### src/rtl/mcp_pkg.sv
// Shared types and constants for the MCP-formulation clock-domain-crossing blocks.
package mcp_pkg;

  localparam int BUS_LEN = 40;

  typedef enum logic {
    S_IDLE,
    S_WAIT_ACK
  } mcp_send_state_t;

  typedef logic [BUS_LEN-1:0] mcp_word_t;

endpackage

### src/rtl/mcp_sync_bit.sv
// Multi-flop single-bit synchroniser; shared by the send and receive sides.
module mcp_sync_bit #(
  parameter int STAGES = 2
) (
  input  logic clk,
  input  logic rst,
  input  logic d,
  output logic q
);

  logic [STAGES-1:0] chain;

  // Shift the asynchronous input through the flop chain; clear on reset.
  always_ff @(posedge clk) begin
    // NOTE: sequential state uses non-blocking assignments so every flop samples pre-edge values.
    if (rst) chain <= '0;
    else     chain <= {chain[STAGES-2:0], d};
  end

  assign q = chain[STAGES-1];

endmodule

### src/rtl/mcp_send_fifo.sv
// Source-domain half of the MCP CDC transfer: a small FIFO whose head word is
// announced by toggling a_en and popped when the synchronised b_ack toggles.
module mcp_send_fifo
  import mcp_pkg::*;
#(
  parameter int DATA_W      = BUS_LEN,
  parameter int DEPTH       = 4,
  parameter int SYNC_STAGES = 2
) (
  input  logic                       aclk,
  input  logic                       arst,
  input  logic [DATA_W-1:0]          adatain,
  input  logic                       asend,
  output logic                       aready,
  output logic [DATA_W-1:0]          adata,
  output logic                       a_en,
  input  logic                       b_ack,
  output logic [$clog2(DEPTH+1)-1:0] afill,
  output logic                       aovf,
  output logic                       aack_err
);

  localparam int PTR_W = $clog2(DEPTH);
  localparam int CNT_W = $clog2(DEPTH+1);

  logic [DATA_W-1:0] mem [DEPTH];
  logic [PTR_W-1:0]  wr_ptr;
  logic [PTR_W-1:0]  rd_ptr;
  logic [PTR_W-1:0]  issue_ptr;
  logic [CNT_W-1:0]  count;

  mcp_send_state_t state;
  mcp_send_state_t state_nxt;

  logic ack_s;
  logic ack_prev;
  logic ack_evt;
  logic wr_en;
  logic pop;
  logic issue;

  // The head word stays counted until acknowledged, so fullness is judged on count alone.
  assign aready  = (count != CNT_W'(DEPTH));
  assign wr_en   = asend && aready;
  assign ack_evt = ack_s ^ ack_prev;
  assign afill   = count;

  mcp_sync_bit #(
    .STAGES (SYNC_STAGES)
  ) u_ack_sync (
    .clk (aclk),
    .rst (arst),
    .d   (b_ack),
    .q   (ack_s)
  );

  // Decide whether this edge pops the outstanding word and/or issues a new one.
  always_comb begin
    // NOTE: every output gets a default first so no path leaves it unassigned (no latch).
    state_nxt = state;
    pop       = 1'b0;
    issue     = 1'b0;
    issue_ptr = rd_ptr;
    case (state)
      S_IDLE: begin
        if (count != '0) begin
          issue     = 1'b1;
          state_nxt = S_WAIT_ACK;
        end
      end
      S_WAIT_ACK: begin
        if (ack_evt) begin
          pop = 1'b1;
          // Another word is already queued behind the head: issue it on this same edge.
          if (count != CNT_W'(1)) begin
            issue     = 1'b1;
            issue_ptr = rd_ptr + PTR_W'(1);
          end else begin
            state_nxt = S_IDLE;
          end
        end
      end
      default: state_nxt = S_IDLE;
    endcase
  end

  // FIFO storage write port.
  always_ff @(posedge aclk) begin
    // NOTE: the storage array is deliberately not reset; count and pointers alone define validity.
    if (wr_en) mem[wr_ptr] <= adatain;
  end

  // Pointers, occupancy, FSM state, crossing outputs and sticky flags.
  always_ff @(posedge aclk) begin
    if (arst) begin
      state    <= S_IDLE;
      wr_ptr   <= '0;
      rd_ptr   <= '0;
      count    <= '0;
      ack_prev <= 1'b0;
      adata    <= '0;
      a_en     <= 1'b0;
      aovf     <= 1'b0;
      aack_err <= 1'b0;
    end else begin
      state    <= state_nxt;
      ack_prev <= ack_s;
      if (wr_en) wr_ptr <= wr_ptr + PTR_W'(1);
      if (pop)   rd_ptr <= rd_ptr + PTR_W'(1);
      case ({wr_en, pop})
        2'b10:   count <= count + CNT_W'(1);
        2'b01:   count <= count - CNT_W'(1);
        default: ;
      endcase
      // adata only changes together with a toggle, so it is stable while a word is outstanding.
      if (issue) begin
        adata <= mem[issue_ptr];
        a_en  <= ~a_en;
      end
      if (asend && !aready)           aovf     <= 1'b1;
      if (state == S_IDLE && ack_evt) aack_err <= 1'b1;
    end
  end

endmodule

### config.mk
export PLATFORM = sky130hd
export DESIGN_NAME = mcp_send_fifo
export DESIGN_NICKNAME = d
export VERILOG_FILES = /design/src/rtl/mcp_pkg.sv /design/src/rtl/mcp_sync_bit.sv /design/src/rtl/mcp_send_fifo.sv
export SDC_FILE = /design/constraint.sdc
export NUM_CORES = 1
export LEC_CHECK = 0
export ABC_AREA = 1
export CAP_MARGIN = 20
export CELL_PAD_IN_SITES_DETAIL_PLACEMENT = 1
export CELL_PAD_IN_SITES_GLOBAL_PLACEMENT = 1
export CORE_MARGIN = 2
export CORE_UTILIZATION = 24
export DETAILED_ROUTE_END_ITERATION = 8
export GPL_TIMING_DRIVEN = 0
export PLACE_DENSITY_LB_ADDON = 0.1
export SKIP_LAST_GASP = 1
export SLEW_MARGIN = 10
export SYNTH_ARGS = -nofsm -noshare
export SYNTH_HDL_FRONTEND = slang
export SYNTH_SLANG_ARGS = --single-unit
export TNS_END_PERCENT = 20
### constraint.sdc
create_clock -name aclk -period 5.82 [get_ports aclk]
set_clock_uncertainty 0.15 [all_clocks]
set_input_delay 0.873 -clock aclk [delete_from_list [all_inputs] [get_ports aclk]]
set_output_delay 0.873 -clock aclk [all_outputs]
set_load 0.005 [all_outputs]
---- Word level (Yosys, flattened, before mapping) ----
Memories as Yosys holds them, arrays and structs flattened. A register that Yosys moved wholly into a read port is not among the register bits.
Cells that the tools add are included.
operators by class
  multiplexer cells ....................... 14
  equality and inequality tests ........... 4
  reduce and logical (&&, ||, !) cells .... 6
  add/subtract/negate cells ............... 4
  bitwise operators ....................... 3
operator list
  operator                                                count
  two-way mux 1 bit                                       8
  two-way mux 2 bit                                       3
  one-hot mux 3 bit (2 select lines)                      1
  adder 2 x 1 -> 2 bit (second input constant)            2
  one-hot mux 1 bit (2 select lines)                      2
  adder 3 x 1 -> 3 bit (second input constant)            1
  logical AND 1 bit                                       3
  inequality test 3 x 1 -> 1 bit (second input constant)  1
  inequality test 3 bit (second input constant)           1
  nonzero test 3 bit                                      1
  subtractor 3 x 1 -> 3 bit (second input constant)       1
  equality test 2 x 1 -> 1 bit (second input constant)    1
  equality test 2 bit (second input constant)             1
  inverter 1 bit                                          2
  nonzero test 2 bit                                      1
  logical NOT 1 bit                                       1
  bitwise XOR 1 bit                                       1
word-level totals
  logic and storage cells ................. 41
  output and inout port bits .............. 47
  bits in writable memories ............... 160
  register bits after elaboration ......... 14
  memories kept ........................... 1
  input bits .............................. 44
memory list
  name  depth  width  rd ports  clocked after Yosys merged registers in  wr ports  line                 RTL
  mem   4      40     1         1                                        1         mcp_send_fifo.sv:26  logic [DATA_W-1:0] mem [DEPTH];

---- Depth between registers and ports, before layout ----
Gate-level depths: netlist (run 1).
  word-level depth ........................ 5
  mapped depth ............................ 12
  mapped depth without buffers ............ 11

---- Cells and area by module ----
Synthesis (run 1) repeated with hierarchy kept, for this count alone.
unflattened totals
  cell total of the unflattened synthesis .. 905
  area total of the unflattened synthesis .. 9048.7 um^2
modules (own cells, without submodules)
  module         instances  cells an instance  area an instance (um^2)
  mcp_send_fifo  1          899                8993.6
  mcp_sync_bit   1          6                  55.1

---- Least setup slack after synthesis (run 1) ----
OpenSTA, ideal clock, no wires.
  path kind ............................... in2reg
  start point ............................. input port asend
  end point ............................... memory mem[0][0] in the netlist's numbering (enable)
  cell stages on the path ................. 2
  data arrival time ....................... 2.732 ns
  data required time ...................... 5.232 ns
  setup slack ............................. 2.501 ns
  cell sequence ........................... nand2_1 nor2_1
on the way
  cells in the longest elaborated chain, start to end .. 3
RTL lines
  what                                     line                 RTL
  from (decl)                              mcp_send_fifo.sv:13  input logic asend,
  logical AND 1 bit                        mcp_send_fifo.sv:44  assign wr_en = asend && aready;
  two-way mux 1 bit                        mcp_send_fifo.sv:90  if (wr_en) mem[wr_ptr] <= adatain;
  two-way mux 1 bit (not written as such)  mcp_send_fifo.sv:90
  to (decl)                                mcp_send_fifo.sv:26
Every way passes these cells.

---- Final worst setup path (run 1) ----
  start point ............................. register count[0], in the netlist afill[0]
  end point ............................... output port aready
on the way
  cells in the longest elaborated chain, start to end .. 1
RTL lines
  what                    line                  RTL
  from (decl)             mcp_send_fifo.sv:30   logic [CNT_W-1:0] count;
  from (signal assigned)  mcp_send_fifo.sv:111  2'b10: count <= count + CNT_W'(1);
  from (signal assigned)  mcp_send_fifo.sv:112  2'b01: count <= count - CNT_W'(1);
  inequality test 3 bit   mcp_send_fifo.sv:43   assign aready = (count != CNT_W'(DEPTH));
  to (decl)               mcp_send_fifo.sv:14   output logic aready,
Every way passes these cells.

==> metrics.sh, run 1 <==
RUN_STATUS='complete, no violations'
TIMING.CRITICAL_PATH.FROM_TYPE='register'
GRT_ANTENNA_BEFORE_REPAIR=0
PRE_CTS_SLACK_NS=2.56
PLACE_AREA_MM2=0.0107
CTS.SINK_COUNT=214
CTS_POST_SETUP_BUFFERS_INSERTED=0
PWR-SHARE-COMB_PCT=15.2
YOSYS.AREA.TOP_TYPE_SHARE_PCT=53.3
HPWL_UM=17400
MAX-CLOCK-PATH-BUFFERS=3
SYNTH.TOP_CELLS.BY_AREA='sky130_fd_sc_hd__edfxtp_1 53%, sky130_fd_sc_hd__dfxtp_1 12%, sky130_fd_sc_hd__nand3_1 11%, sky130_fd_sc_hd__inv_1 5.8%, sky130_fd_sc_hd__nand2_1 5.3%'
DRC=0
SETUP_REPAIR_AFTER_GLOBAL_ROUTING_MISSED_ITS_MARGIN='false'
MAX_SLEW_MARGIN_PCT=47.0
WORSTSETUPPATHDEPTH=4
TRITONCTS_CLOCK_TREE='done'
GRT_START_MAX_NET_PINS=22
YS.FLOP_TYPE='sky130_fd_sc_hd__edfxtp_1'
MULTI_INPUT_COMB_AREA_MM2=0.00237
HOLD_WS_NS=0.262
CTS-HOLD-FIX-BUFFERS=0
FINAL_WORST_PATH_PERIOD_SHARE_PCT=49.3
SYNTH_ASYNC_RESET_RATIO_PCT=0
RR_WORST_DEPTH=7
FILLERS=4133
MIN_PERIOD_NS=2.87
CLOCK.FMAX_MHz=348
SYNTH-EDFF-COUNT=160
TRITONCTS.NUM_BUFFERS=27
IO_PINS=91
FLOORPLAN.INITIALDENSITY_PCT=24.5
FINALINSTANCEAREA_MM2=0.0115
CHIPHEIGHT_UM=198
SYNTH_FP_NETS=924
CRIT_ARRIVAL_NS=1.85
CRITICAL_PATH.CELL_CHAIN='inv_1 -> ha_1 -> nand2_1 -> clkdlybuf4s50_1'
POST_SYNTH_INSTANCE_AREA_MM2=0.00901
ANTENNA-DIODE-COUNT=0
DRV_SLEW=0
GRT_USE_MET2_PCT=24.7
CORE_REGION_AREA_MM2=0.0368
SYNTH-SEQ-AREA-SHARE_PCT=65.3
DETAIL_ROUTE.ITER0.VIOLATIONS=313
DRT_WL_TOTAL_UM=27200
GRTUSAGETOTAL_PCT=14.2
REQUIRED_TIME_OF_THE_CRITICAL_PATH_NS=4.80
FINALCOREUTILIZATION_PCT=31.3
POST_ROUTE_CELLS_DRIVE_ABOVE_1_SHARE_PCT=8.97
P_CLK_SHARE_PCT=40.4
SETUP_SLACK_NS=2.95
SETUP.WORST_PATH.CLASS='reg2out'
POWER_LEAKAGE_uW=0.00479
POSTSYNTHREGISTERBITS=214
SWITCHING_SHARE_PCT=25.7
YS.WARNINGS.COUNT=0
IO_BUFFERS=89
SETUP_VIOL_COUNT_FINAL=0
SYNTH_TOP_AREA_CELL='sky130_fd_sc_hd__edfxtp_1'
GP_CONGESTION=0.668
CRITICAL_PATH.TOP_DELAY_FAMILY='buffers and inverters'
AREA.SEQUENTIAL_MM2=0.00589
DIE_AREA_MM2=0.0391
GRT_USE_MET1_PCT=18.6
SYNTH.MOST_COMMON_CELL='sky130_fd_sc_hd__nand3_1'
HOLD-PATH-CELL-COUNT=2
TIGHTEST_SLEW_NS=0.793
CLK-INSERTION-DELAY-LATE_NS=0.53
GR-TOTAL-OVERFLOW=0
CRITICAL_PATH.SLOWEST_CELL='sky130_fd_sc_hd__clkdlybuf4s50_1'
DETAILROUTE.VIA_COUNT=6434
TOTAL_SWITCHING_POWER_uW=1050
HOLD_VIOLATIONS=0
WP_BUF_INV=2
GLOBALROUTEMET3UTIL_PCT=2.15
HOLD_CLASS='reg2reg'
POWER-PER-CELL-AREA_mW_PER_MM2=354
VDD_DROP_MAX_mV=0.203
NNETSFINAL=1048
H-TREE-DEPTH=1
CAP_VIOLATIONS=0
DRT_FIRST_PASS_ITERS=4
DIEWIDTH_UM=198
SYNTH_CELL_TYPES=22
ENDPOINT_KIND='primary output'
CTS-ROOT-BUF='sky130_fd_sc_hd__clkbuf_16'
SYN-MEAN-INSTANCE-AREA_UM2=10.3
CRITICAL_PATH.MAX_STAGE_DELAY_NS=0.50
DETAIL_ROUTE.VIAS_PER_CELL=4.34
CLKTRANSATPATHREGS_NS=0.06
GLOBAL_ROUTE_WIRE_LENGTH_BEFORE_REPAIR_UM=41400
VIA_COUNT_OF_THE_FIRST_GLOBAL_ROUTING_PASS=6818
SEQ_POWER_SHARE_PCT=44.5
AREA_GROWTH_PCT=28.0
TOP_USAGE_LAYER='met2'
ROWS=70
CRITPATHMAXFANOUT=4
P_INT_uW=3030
ANT_NETS=0
AVERAGE_WIRE_PER_CELL_IN_THE_ROUTED_DESIGN_UM=18.3
POST_CTS_RESIZED=0
SYNTH_TOP_CELLS_BY_COUNT='201 x sky130_fd_sc_hd__nand3_1, 160 x sky130_fd_sc_hd__edfxtp_1, 140 x sky130_fd_sc_hd__inv_1, 127 x sky130_fd_sc_hd__nand2_1, 54 x sky130_fd_sc_hd__dfxtp_1'
POST_SYNTH_INST_COUNT=871
[cell families after synthesis]
| family | synth area share, % |
|---|---|
| simple gates | 21.0 |
| compound gates | 3.56 |
| flops | 65.3 |
| xor+xnor | 0.194 |
| fa+ha+maj | 1.25 |
| buf+inv | 8.68 |
[through the flow]
stage | cells | setup TNS [ns] | total power [µW]
floorplan | 871 | 0 | 2140
global placement | 1428 | -3.12 | 2470
finish | 1483 | 0 | 4080
global route | 1483 | 0 | 4290
detailed placement | 1434 | 0 | 2480
CTS | 1483 | 0 | 4160
[worst paths after layout]
check,from,to,slack [ns]
worst max-delay path,afill[0],aready,2.95
worst max register to register,afill[0],mem[3][28],3.17
worst min-delay path,u_ack_sync.chain[0],u_ack_sync.chain[1],0.26
worst min register to register,u_ack_sync.chain[0],u_ack_sync.chain[1],0.26
[registers in the layout (all words and copies together) (netlist names)]
register          flops
aack_err              1
mem                 160
aovf                  1
u_ack_sync.chain      2
rd_ptr                2
a_en                  1
adata                40
ack_prev              1
state                 1
wr_ptr                2
afill                 3
[metal layers]
metal | wire length, µm | vias up
li1 | - | 3182
met1 | 12300 | 3100
met2 | 13200 | 116
met3 | 1210 | 36
met4 | 486 | 0
met5 | 0 | -
[power groups by stage]
stage | registers, µW | clock network, µW | logic [µW]
floorplan | 1850 | 0 | 298
global placement | 1860 | 0 | 613
detailed placement | 1850 | 0 | 634
CTS | 1820 | 1700 | 638
global route | 1830 | 1760 | 702
finish | 1810 | 1650 | 618
[cell type report]
type | instances | share of cell area, %
plain buffers | 55 | 2.13
clock buffers | 35 | 6.29
clock inverters | 14 | 1.20
inverters | 143 | 4.65
multi-input cells | 459 | 20.6
flip-flops and latches | 214 | 51.0
well taps | 468 | 5.08
repair buffers | 95 | 9.03
[worst reg2reg max path: stages (launching register included)]
cell and delay, ns:
sky130_fd_sc_hd__dfxtp_1 0.38, sky130_fd_sc_hd__inv_1 0.11, sky130_fd_sc_hd__ha_1 0.24, sky130_fd_sc_hd__nand2_1 0.09, sky130_fd_sc_hd__nand2_1 0.33, sky130_fd_sc_hd__nor2_4 0.63
sky130_fd_sc_hd__buf_16 0.24, sky130_fd_sc_hd__buf_16 0.17
[cells in the final DEF (no fill, tap or decap), types with 4 or more instances in the layout]
master,n
sky130_fd_sc_hd__nand3_1,201
sky130_fd_sc_hd__edfxtp_1,160
sky130_fd_sc_hd__inv_1,140
sky130_fd_sc_hd__nand2_1,127
sky130_fd_sc_hd__clkdlybuf4s50_1,89
sky130_fd_sc_hd__dfxtp_1,54
sky130_fd_sc_hd__o21ai_0,49
sky130_fd_sc_hd__nand3b_1,40
sky130_fd_sc_hd__buf_2,30
sky130_fd_sc_hd__clkbuf_1,27
sky130_fd_sc_hd__clkbuf_16,27
sky130_fd_sc_hd__a21oi_1,10
sky130_fd_sc_hd__ha_1,9
sky130_fd_sc_hd__nor2_1,7
sky130_fd_sc_hd__clkinv_2,6
sky130_fd_sc_hd__clkinv_1,5
sky130_fd_sc_hd__nand2_2,4
sky130_fd_sc_hd__nor2_4,4
sky130_fd_sc_hd__buf_16,4
Power figures use the tool's default switching activity.
==> inputs of run 2 (changes only) <==
Clock period 5.82 ns to 2.5 ns, I/O delays scaled along.
==> run 2 against run 1 <==
Compared with the run above: global-route usage decreased by 0.35 points; largest cell class unchanged; flip-flop and latch count unchanged; critical path depth grew 6; die area unchanged; critical path type is now reg2reg; sequential share of layout area is 0.49 points lower; critical endpoint is now adata[32]; non-clock buffer count increased by 4; clock power grew 140%.
==> metrics.sh, run 2 (same netlist as run 1, synthesis figures left out) <==
MAX_SLEW_MARGIN_PCT=53.2  # +6.2 points
H-TREE-DEPTH=1  # unchanged
TRITONCTS.NUM_BUFFERS=27  # unchanged
VDD_DROP_MAX_mV=0.451  # +120%
SETUP_SLACK_NS=0.0838  # -2.87 ns
SETUP_VIOL_COUNT_FINAL=0  # unchanged
MAX_FLOP_REGISTER='mem'
CLKTRANSATPATHREGS_NS=0.06  # about the same
AVERAGE_WIRE_PER_CELL_IN_THE_ROUTED_DESIGN_UM=18.3  # -0.36%
ANTENNA-DIODE-COUNT=0  # unchanged
CHIPHEIGHT_UM=198  # unchanged
GRT_START_MAX_NET_PINS=22  # unchanged
POST_ROUTE_CELLS_DRIVE_ABOVE_1_SHARE_PCT=9.99  # +1.0 points
GLOBAL_ROUTE_WIRE_LENGTH_BEFORE_REPAIR_UM=40700  # -1.8%
CRITPATHMAXFANOUT=10  # +6
FINALINSTANCEAREA_MM2=0.0116  # +0.97%
GR-TOTAL-OVERFLOW=0  # unchanged
DETAIL_ROUTE.VIAS_PER_CELL=4.33  # -0.16%
CLOCK.FMAX_MHz=414
CRITICAL_PATH.SLOWEST_CELL='sky130_fd_sc_hd__clkbuf_1'
POWER_LEAKAGE_uW=0.00484  # +1.0%
CTS-ROOT-BUF='sky130_fd_sc_hd__clkbuf_16'
DRC=0  # unchanged
P_TOTAL_uW=9700  # +140%
ENDPOINT_KIND='register'
PRE_CTS_SLACK_NS=-0.275  # -2.84 ns
CORE_REGION_AREA_MM2=0.0368  # unchanged
FLOORPLAN.INITIALDENSITY_PCT=24.5  # unchanged
TIGHTEST_SLEW_NS=0.703  # -0.0908 ns
AREA_GROWTH_PCT=29.2
DETAILROUTE.VIA_COUNT=6450  # +0.25%
HPWL_UM=17000  # -2.3%
DRV_SLEW=0  # unchanged
FINAL_WORST_PATH_PERIOD_SHARE_PCT=96.6
GRTUSAGETOTAL_PCT=13.8  # -0.35 points
POWER-PER-CELL-AREA_mW_PER_MM2=833  # +140%
ROWS=70  # unchanged
MOST-COMMON-LAYOUT-CELLS='201 x sky130_fd_sc_hd__nand3_1, 160 x sky130_fd_sc_hd__edfxtp_1, 140 x sky130_fd_sc_hd__inv_1'
DRT_WL_TOTAL_UM=27200  # about the same
CPMOSTUSEDCELL='sky130_fd_sc_hd__inv_1'
SETUP_REPAIR_AFTER_GLOBAL_ROUTING_MISSED_ITS_MARGIN='true'
CTS-HOLD-FIX-BUFFERS=0  # unchanged
TRITONCTS_CLOCK_TREE='done'
LAYOUT.CELLS.MOST_COMMON='sky130_fd_sc_hd__nand3_1'
GP_CONGESTION=0.673  # +0.72%
TIMING.CRITICAL_PATH.FROM_TYPE='register'
CRITICAL_PATH.CELL_CHAIN='inv_1 -> ha_1 -> inv_1 -> nor2_1 -> o21ai_4 -> clkbuf_1 -> o21ai_0 -> inv_1 -> nand2_1 -> inv_1'
CTS.SINK_COUNT=214  # unchanged
MAX-CLOCK-PATH-BUFFERS=3  # unchanged
LARGEST_REGISTER_FF_COUNT=160  # unchanged
SETUP.WORST_PATH.CLASS='reg2reg'
REQUIRED_TIME_OF_THE_CRITICAL_PATH_NS=2.83  # -1.97 ns
GRT_ANTENNA_BEFORE_REPAIR=0  # unchanged
RUN_STATUS='complete, no violations'
DIEWIDTH_UM=198  # unchanged
CLK-INSERTION-DELAY-LATE_NS=0.53  # about the same
CRITICAL_PATH.MAX_STAGE_DELAY_NS=0.56  # +0.06 ns
DIE_AREA_MM2=0.0391  # unchanged
HOLD_CLASS='in2reg'
ANT_NETS=0  # unchanged
IO_BUFFERS=89  # unchanged
DRT_FIRST_PASS_ITERS=4  # unchanged
FINALCOREUTILIZATION_PCT=31.6  # +0.30 points
MIN_PERIOD_NS=2.42
CAP_VIOLATIONS=0  # unchanged
HOLD_WS_NS=0.0690  # -0.193 ns
IO_PINS=91  # unchanged
CRIT_ARRIVAL_NS=2.75  # +0.90 ns
NNETSFINAL=1054  # +0.57%
VIA_COUNT_OF_THE_FIRST_GLOBAL_ROUTING_PASS=6771  # -0.69%
HOLD_VIOLATIONS=0  # unchanged
PLACE_AREA_MM2=0.0107  # unchanged
DETAIL_ROUTE.ITER0.VIOLATIONS=230  # -27%
## run 2: cell types whose count changed in the layout (fill, tap and decap cells not counted), sizes merged
cell and change:
bufinv +2, clkinvlp +2, buf +4, nor2 +2
clkinv -1, clkbuf -3
## run 2: final timing paths
check,startpoint,endpoint,slack [ns],cells after the start
max,afill[0],adata[32],0.08,10
max reg2reg,afill[0],adata[32],0.08,10
min reg2reg,u_ack_sync.chain[0],u_ack_sync.chain[1],0.26,2
min,arst,ack_prev,0.07,2
## run 2: timing repair
item,in CTS,in global routing
pin swaps,0,4
setup endpoints to repair,162,169
gates resized for setup,4,1
gates cloned,0,2
buffers inserted,0,4
## run 2: layout make-up
class                      count  area [µm²]
buffer                        55         249
clock buffer                  32         694
clock inverter                17         213
fill                        4136       25100
inverter                     143         537
multi-input combinational    461        2390
sequential                   214        5890
tap                          468         586
timing repair buffer          99        1080
## run 2: per-stage QoR
step / TNS (ns) / instances
floorplan: -18.27 / 871
global placement: -229.67 / 1428
detailed placement: -26.20 / 1434
CTS: -16.17 / 1483
global route: -3.47 / 1489
finish: 0 / 1489
## run 2: where the power goes
| group | switching [µW] | total, µW | internal [µW] | leakage, µW |
|---|---|---|---|---|
| registers | 106 | 4220 | 4110 | 0.00192 |
| logic | 849 | 1470 | 619 | 0.00249 |
| clock network | 1520 | 4010 | 2490 | 0.000437 |
| total | 2480 | 9700 | 7220 | 0.00484 |
## run 2: critical path: cells and delay by family, from the launching register on
kind                       cells  cell delay, ns
AOI/OAI and AO/OA              2            0.59
adders and majority gates      1            0.25
buffers and inverters          5            0.86
and+or+nand+nor                2            0.13
DFF                            1            0.38
## run 2: per-layer routing
metal | track usage (%) | vias to the layer above | share of wire, %
met2 | 24.0 | 105 | 48
met4 | 3.31 | 0 | 2.0
li1 | - | 3190 | -
met3 | 2.11 | 38 | 3.5
met1 | 18.1 | 3117 | 46
met5 | 0 | - | 0
==> inputs of run 3 (changes only) <==
Settings changed: CAP_MARGIN 20 to 0.
==> results of run 3 <==
The final DEF is identical to that of run 2; final timing and power are the same.
